`src/rtl/muldiv_pkg.sv`:
```
// Shared definitions for the multi-cycle MULT/MULTU/DIV/DIVU sequencer:
// operation encodings, FSM states and the default operand width.
package muldiv_pkg;

    localparam int unsigned MULDIV_WIDTH = 32;

    typedef enum logic [1:0] {
        OP_MULT  = 2'b00,
        OP_MULTU = 2'b01,
        OP_DIV   = 2'b10,
        OP_DIVU  = 2'b11
    } op_e;

    typedef enum logic [2:0] {
        ST_IDLE,
        ST_MUL,
        ST_DIV,
        ST_FIX,
        ST_DONE
    } state_e;

endpackage

```
`src/rtl/muldiv_datapath.sv`:
```
// Combinational step logic: one shift-add multiply step, one restoring
// divide step, and the sign fix-up applied to the finished magnitudes.
module muldiv_datapath
    import muldiv_pkg::*;
#(
    parameter int unsigned WIDTH = MULDIV_WIDTH
) (
    input  logic [WIDTH-1:0] acc_i,   // accumulator / partial remainder
    input  logic [WIDTH-1:0] lo_i,    // multiplier / dividend-quotient
    input  logic [WIDTH-1:0] opnd_i,  // multiplicand / divisor magnitude
    input  logic             is_div_i,
    input  logic             div_zero_i,
    input  logic             sign_a_i,
    input  logic             sign_b_i,
    output logic [WIDTH-1:0] mul_acc_o,
    output logic [WIDTH-1:0] mul_lo_o,
    output logic [WIDTH-1:0] div_acc_o,
    output logic [WIDTH-1:0] div_lo_o,
    output logic [WIDTH-1:0] hi_o,
    output logic [WIDTH-1:0] lo_o
);

    logic [WIDTH:0]         sum;
    logic [WIDTH:0]         rem_sh;
    logic [WIDTH-1:0]       rem_diff;
    logic [2*WIDTH-1:0]     prod;
    logic [2*WIDTH-1:0]     prod_s;

    always_comb begin
        // Add the multiplicand when the multiplier LSB is set, then shift the
        // {carry, acc, multiplier} chain right by one.
        sum       = {1'b0, acc_i} + (lo_i[0] ? {1'b0, opnd_i} : '0);
        mul_acc_o = sum[WIDTH:1];
        mul_lo_o  = {sum[0], lo_i[WIDTH-1:1]};
    end

    always_comb begin
        rem_sh   = {acc_i, lo_i[WIDTH-1]};
        rem_diff = rem_sh[WIDTH-1:0] - opnd_i;
        if (rem_sh >= {1'b0, opnd_i}) begin
            div_acc_o = rem_diff;
            div_lo_o  = {lo_i[WIDTH-2:0], 1'b1};
        end else begin
            div_acc_o = rem_sh[WIDTH-1:0];
            div_lo_o  = {lo_i[WIDTH-2:0], 1'b0};
        end
    end

    always_comb begin
        prod   = {acc_i, lo_i};
        prod_s = (sign_a_i ^ sign_b_i) ? -prod : prod;
        if (is_div_i && div_zero_i) begin
            // acc holds the raw dividend for a divide-by-zero
            hi_o = acc_i;
            lo_o = '1;
        end else if (is_div_i) begin
            hi_o = sign_a_i ? -acc_i : acc_i;
            lo_o = (sign_a_i ^ sign_b_i) ? -lo_i : lo_i;
        end else begin
            hi_o = prod_s[2*WIDTH-1:WIDTH];
            lo_o = prod_s[WIDTH-1:0];
        end
    end

endmodule

```
`src/rtl/muldiv_sequencer.sv`:
```
// Multi-cycle MULT/MULTU/DIV/DIVU sequencer beside Execute: runs the iterative
// datapath, produces the HI/LO write pulse and stalls only HI/LO consumers.
module muldiv_sequencer
    import muldiv_pkg::*;
#(
    parameter int unsigned WIDTH = MULDIV_WIDTH
) (
    input  logic             Clk,
    input  logic             Rst,
    input  logic             Start,
    input  logic [1:0]       Op,
    input  logic [WIDTH-1:0] OpA,
    input  logic [WIDTH-1:0] OpB,
    input  logic             ReadHILO,
    input  logic             Flush,
    output logic             Busy,
    output logic             Stall,
    output logic             Done,
    output logic             WriteHI,
    output logic             WriteLO,
    output logic [WIDTH-1:0] HIOut,
    output logic [WIDTH-1:0] LOOut,
    output logic             DivByZero
);

    localparam int unsigned CW = $clog2(WIDTH + 1);

    state_e           state_q, state_d;
    logic [CW-1:0]    cnt_q;
    logic [WIDTH-1:0] acc_q, lo_q, opnd_q, hi_out_q, lo_out_q;
    logic             is_div_q, dbz_q, sign_a_q, sign_b_q, div_by_zero_q;

    logic             accept, op_signed, op_div, zero_div, sa, sb;
    logic [WIDTH-1:0] mag_a, mag_b;
    logic [WIDTH-1:0] mul_acc, mul_lo, div_acc, div_lo, fix_hi, fix_lo;

    always_comb begin
        op_signed = ~Op[0];
        op_div    = Op[1];
        zero_div  = op_div && (OpB == '0);
        sa        = op_signed & OpA[WIDTH-1];
        sb        = op_signed & OpB[WIDTH-1];
        mag_a     = sa ? -OpA : OpA;
        mag_b     = sb ? -OpB : OpB;
        accept    = (state_q == ST_IDLE) && Start && !Flush;
    end

    muldiv_datapath #(.WIDTH(WIDTH)) u_datapath (
        .acc_i      (acc_q),
        .lo_i       (lo_q),
        .opnd_i     (opnd_q),
        .is_div_i   (is_div_q),
        .div_zero_i (dbz_q),
        .sign_a_i   (sign_a_q),
        .sign_b_i   (sign_b_q),
        .mul_acc_o  (mul_acc),
        .mul_lo_o   (mul_lo),
        .div_acc_o  (div_acc),
        .div_lo_o   (div_lo),
        .hi_o       (fix_hi),
        .lo_o       (fix_lo)
    );

    always_ff @(posedge Clk or negedge Rst) begin
        if (!Rst) state_q <= ST_IDLE;
        else      state_q <= state_d;
    end

    always_comb begin
        state_d = state_q;
        unique case (state_q)
            ST_IDLE: if (accept) state_d = zero_div ? ST_FIX : (op_div ? ST_DIV : ST_MUL);
            ST_MUL, ST_DIV: begin
                if (Flush)                     state_d = ST_IDLE;
                else if (cnt_q == CW'(1))      state_d = ST_FIX;
            end
            ST_FIX:  state_d = Flush ? ST_IDLE : ST_DONE;
            ST_DONE: state_d = ST_IDLE;
            default: state_d = ST_IDLE;
        endcase
    end

    always_comb begin
        Busy    = (state_q == ST_MUL) || (state_q == ST_DIV) || (state_q == ST_FIX);
        Done    = (state_q == ST_DONE);
        WriteHI = Done;
        WriteLO = Done;
        Stall   = Busy && (Start || ReadHILO);
    end

    always_ff @(posedge Clk or negedge Rst) begin
        if (!Rst) begin
            cnt_q         <= '0;
            acc_q         <= '0;
            lo_q          <= '0;
            opnd_q        <= '0;
            is_div_q      <= 1'b0;
            dbz_q         <= 1'b0;
            sign_a_q      <= 1'b0;
            sign_b_q      <= 1'b0;
            hi_out_q      <= '0;
            lo_out_q      <= '0;
            div_by_zero_q <= 1'b0;
        end else begin
            unique case (state_q)
                ST_IDLE: if (accept) begin
                    cnt_q         <= CW'(WIDTH);
                    acc_q         <= zero_div ? OpA : '0;
                    lo_q          <= mag_a;
                    opnd_q        <= mag_b;
                    is_div_q      <= op_div;
                    dbz_q         <= zero_div;
                    sign_a_q      <= sa;
                    sign_b_q      <= sb;
                    div_by_zero_q <= 1'b0;
                end
                ST_MUL: begin
                    acc_q <= mul_acc;
                    lo_q  <= mul_lo;
                    cnt_q <= cnt_q - CW'(1);
                end
                ST_DIV: begin
                    acc_q <= div_acc;
                    lo_q  <= div_lo;
                    cnt_q <= cnt_q - CW'(1);
                end
                ST_FIX: if (!Flush) begin
                    hi_out_q <= fix_hi;
                    lo_out_q <= fix_lo;
                    if (dbz_q) div_by_zero_q <= 1'b1;
                end
                default: ;
            endcase
        end
    end

    assign HIOut     = hi_out_q;
    assign LOOut     = lo_out_q;
    assign DivByZero = div_by_zero_q;

endmodule

```
`config.mk`:
```
export PLATFORM = sky130hd
export DESIGN_NAME = muldiv_sequencer
export DESIGN_NICKNAME = d
export VERILOG_FILES = /design/src/rtl/muldiv_pkg.sv /design/src/rtl/muldiv_datapath.sv /design/src/rtl/muldiv_sequencer.sv
export SDC_FILE = /design/constraint.sdc
export NUM_CORES = 1
export LEC_CHECK = 0
export ABC_AREA = 1
export BUFFER_PORTS_ARGS = -buffer_cell sky130_fd_sc_hd__buf_2
export CAP_MARGIN = 0
export CORE_AREA = 2 2 193 233
export DETAILED_ROUTE_END_ITERATION = 8
export DIE_AREA = 0 0 195 235
export MAX_ROUTING_LAYER = met4
export PLACE_DENSITY = 0.56
export SYNTH_ARGS = -nofsm -noshare
export SYNTH_HDL_FRONTEND = slang
export SYNTH_SLANG_ARGS = --single-unit
export TNS_END_PERCENT = 30
```
`constraint.sdc`:
```
create_clock -name Clk -period 3.5 [get_ports Clk]
set_clock_uncertainty 0.1 [all_clocks]
set_input_delay 0.35 -clock Clk [delete_from_list [all_inputs] [get_ports Clk]]
set_output_delay 0.35 -clock Clk [all_outputs]
set_load 0.02 [all_outputs]
```
==> results.md <==
* Run status: completed
* Worst-path maximum fanout at 4
* F_max at 292 MHz
* FP Rows at 84
* # resized after CTS at 0
* GRT Util Overall at 35.5%
* Combinational power share at 73.6%
* Met2 Track Usage GR at 59.3%
* CP Data Arrival Time at 3.70 ns
* Vias in the first global route at 19504
* Post-synthesis simple-gate area fraction at 39.5%
* Die area at 45800 sq um
* Least-Margin Pin Slew at 0.844 ns
* Adder-cell share of the synthesized area at 5.32%
* Most frequent cells in the layout: nand2_1, inv_1, nor2_1
* Fin nets at 3151
* Postcts setup bufs at 0
* Switching share of total power at 59.6%
* CP Launch Type: flop
* Synthesized flop and latch total at 174
* Synth unique cells at 57
* RD Place Congestion at 1.11
* Synth warnings at 0
* Met1 usage at 39.6%
* I/O Pins at 141
* Grt ovf at 0
* Worst VDD drop at 518 uV
* Post-DP Area at 18800 sq um
* Clock Pin Slew Worst Setup and Hold Paths at 0.08 ns
* Max-slew headroom at 43.5%
* Pint at 9.18 mW
* Required @ worst endpoint at 3.77 ns
* Design area at 19400 sq um
* DR vias at 19841
* Setup-failing EPs final at 0
* Post-Synth XOR/XNOR Area at 4.17%
* First-pass GRT wire length at 118000 um
* Largest net degree at the start of global routing at 95
* Fraction of layout cells with a size suffix above 1 at 10.5%
* R2R setup slack at 0.07 ns
* Synth Net Count at 3000
* Cell area after synthesis at 17200 sq um
* Seq/Total Area, Yosys at 25.3%
* GRT busiest layer: met2
* Clock Latency Late Sink at 0.48 ns
* Drt wl/cell at 22.0 um
* Max-Cap Viols at 0
* Clock Path Buffers at 2
* Met3 Usage GRT at 4.38%
* Sink Count at 174
* Pwr/cell area at 1170 nW/um^2
* CTS tree: yes
* Final period utilization at 97.9%
* Core area at 43500 sq um
* Fin. max-slew vios at 0
* Die Width at 195 um
* Port Buffer Count at 140
* Level count of the clock H-tree at 4
* Vias/cell at 5.54
* CTS Hold Bufs at 1
* Syn Inst Count at 2857
* RSZ-0062 raised after global routing: false
* Most common cell after layout, fill and taps aside: nand2_1
* Asr flop ratio synth at 100%
* Final Critical Period at 3.43 ns
* Post-synth EDFFs at 0
* HP Start: OpB[31]
* Detailed Route WL at 78800 um
* Fin. Hold Viols at 0
* Worst r2r dst: acc_q[21]$_DFFE_PN0P_
* Iter 0 DRT Violations at 1712
* Initial antenna violation count at 1
* Sw power at 13.5 mW
* P&R area growth vs syn at 12.9%
* Post-synthesis mux area share at 0.131%
* Compound-Gate Fraction of Synth Area at 13.9%
* Main combinational cell family by area after synthesis: simple AND/OR/NAND/NOR gates
* Hold Path End: opnd_q[31]$_DFFE_PN0P_
* Fill cells at 4848
* Drt first pass iters at 5
* Crit end category: flop
* Hold path cells at 3
* Multi-input gate area at 10900 sq um
* Residual DRC at 0
* Reg2reg path depth at 17
* Initial Utilization at 39.6%
* Leakage at 10.3 nW
* Kind of critical path: reg -> reg
* ANT nets after route at 0
* Worst r2r src: opnd_q[0]$_DFFE_PN0P_
* Primary FF master, synth: dfrtp_1
* Fin Setup TNS at 0 ns
* Die Height at 235 um
* Clock power share at 9.2%
* Crit. Startpoint: opnd_q[0]$_DFFE_PN0P_
* Clk root buf: clkbuf_16
* HPWL Detailed at 64900 um
* Seq pwr share at 17.3%
* Num CTS Buffers at 17
* Type of the worst min-delay path: in -> reg
* Post-Syn Area per Cell at 6.03 sq um
* Sequential cell area at 4350 sq um
-- sequential cells by signal, indices dropped and copies added (netlist names) --
signal     cells
DivByZero      1
state_q        3
lo_q          32
cnt_q          6
LOOut         32
acc_q         32
dbz_q          1
opnd_q        32
is_div_q       1
sign_a_q       1
HIOut         32
sign_b_q       1
-- stage by stage --
step / utilization, % / setup WS (ns) / hold slack, ns / power (mW) / std cells
floorplan: - / 0.934 / -0.0456 / 14.5 / 2857
global placement: 43.3 / 0.158 / 0.268 / 20.3 / 3547
detailed placement: 43.3 / 0.161 / 0.275 / 20.3 / 3547
CTS: 44.7 / 0.142 / 0.0553 / 22.4 / 3580
global route: 44.7 / 0.0331 / 0.0966 / 24.5 / 3581
finish: 44.7 / 0.0735 / 0.0630 / 22.7 / 3581
-- worst max path at each step --
stage,endpoint
floorplan,acc_q[9]$_DFFE_PN0P_
global placement,acc_q[21]$_DFFE_PN0P_
detailed placement,acc_q[21]$_DFFE_PN0P_
CTS,acc_q[21]$_DFFE_PN0P_
global route,acc_q[26]$_DFFE_PN0P_
finish,acc_q[21]$_DFFE_PN0P_
-- synthesized netlist by cell type, types with 5 or more instances --
cell / instances / area, sq um
a211oi_1: 7 / 52.6
a21oi_1: 148 / 741
a221oi_1: 16 / 140
a22oi_1: 10 / 75.1
a31oi_1: 13 / 81.3
and2_1: 9 / 56.3
buf_2: 28 / 140
buf_4: 8 / 60.1
clkbuf_1: 38 / 143
dfrtp_1: 174 / 4350
ha_1: 70 / 876
inv_1: 413 / 1550
inv_2: 9 / 33.8
nand2_1: 896 / 3360
nand2_2: 10 / 62.6
nand3_1: 241 / 1210
nand3_2: 5 / 50.1
nand3b_1: 12 / 90.1
nand4_1: 42 / 263
nor2_1: 303 / 1140
nor2_2: 15 / 93.8
nor2_4: 6 / 67.6
nor3_1: 35 / 175
o211ai_1: 20 / 150
o21ai_0: 135 / 676
o21ai_1: 17 / 85.1
o21bai_1: 15 / 113
o22ai_1: 19 / 119
o31ai_1: 5 / 37.5
or2_2: 7 / 43.8
xnor2_1: 30 / 263
xor2_1: 52 / 455
-- final cells by class --
cell class	count	share of cell area (%)
clock inverters	14	0.895
multi-input cells	2178	55.9
diodes	1	0.0129
clock buffers	18	2.21
well taps	559	3.60
inverters	426	8.26
repair buffers	211	6.71
flip-flops and latches	174	22.4
-- power by group through the flow --
stage	combinational (mW)	clock, mW	sequential (mW)
2_1_floorplan	10.3	0	4.22
3_3_place_gp	16.4	0	3.91
3_5_place_dp	16.4	0	3.95
4_1_cts	16.4	2.11	3.91
5_1_grt	18.3	2.18	4.05
6_report	16.7	2.08	3.93
-- worst max-delay path, stage by stage, from the launching register on --
cell      delay (ns)
dfrtp_1         0.50
nand2_1         0.14
inv_1           0.07
ha_1            0.32
fa_1            0.47
nand2_1         0.11
nand2_1         0.13
nand3b_1        0.12
nand2_1         0.09
nand2_1         0.07
nand2_1         0.16
nand2_1         0.10
nand2_1         0.10
o21ai_0         0.41
buf_4           0.21
nand3_1         0.10
nand2_1         0.09
inv_1           0.04
-- metal layers --
layer / part of all wire [%] / up-vias / wire [um]
met2: 48 / 800 / 37900
met3: 6.1 / 245 / 4790
met5: 0 / - / 0
met1: 38 / 9314 / 30100
li1: - / 9482 / -
met4: 7.8 / 0 / 6110
-- cell families (layout without fill, tap and decap cells) --
group	count (synthesis)	after routing
simple gates	1602	1602
other cells	0	1
fa+ha+maj	72	72
mux	2	2
buf+inv	505	669
xor+xnor	82	82
flops	174	174
compound gates	420	420
Power figures use the tool's default switching activity.
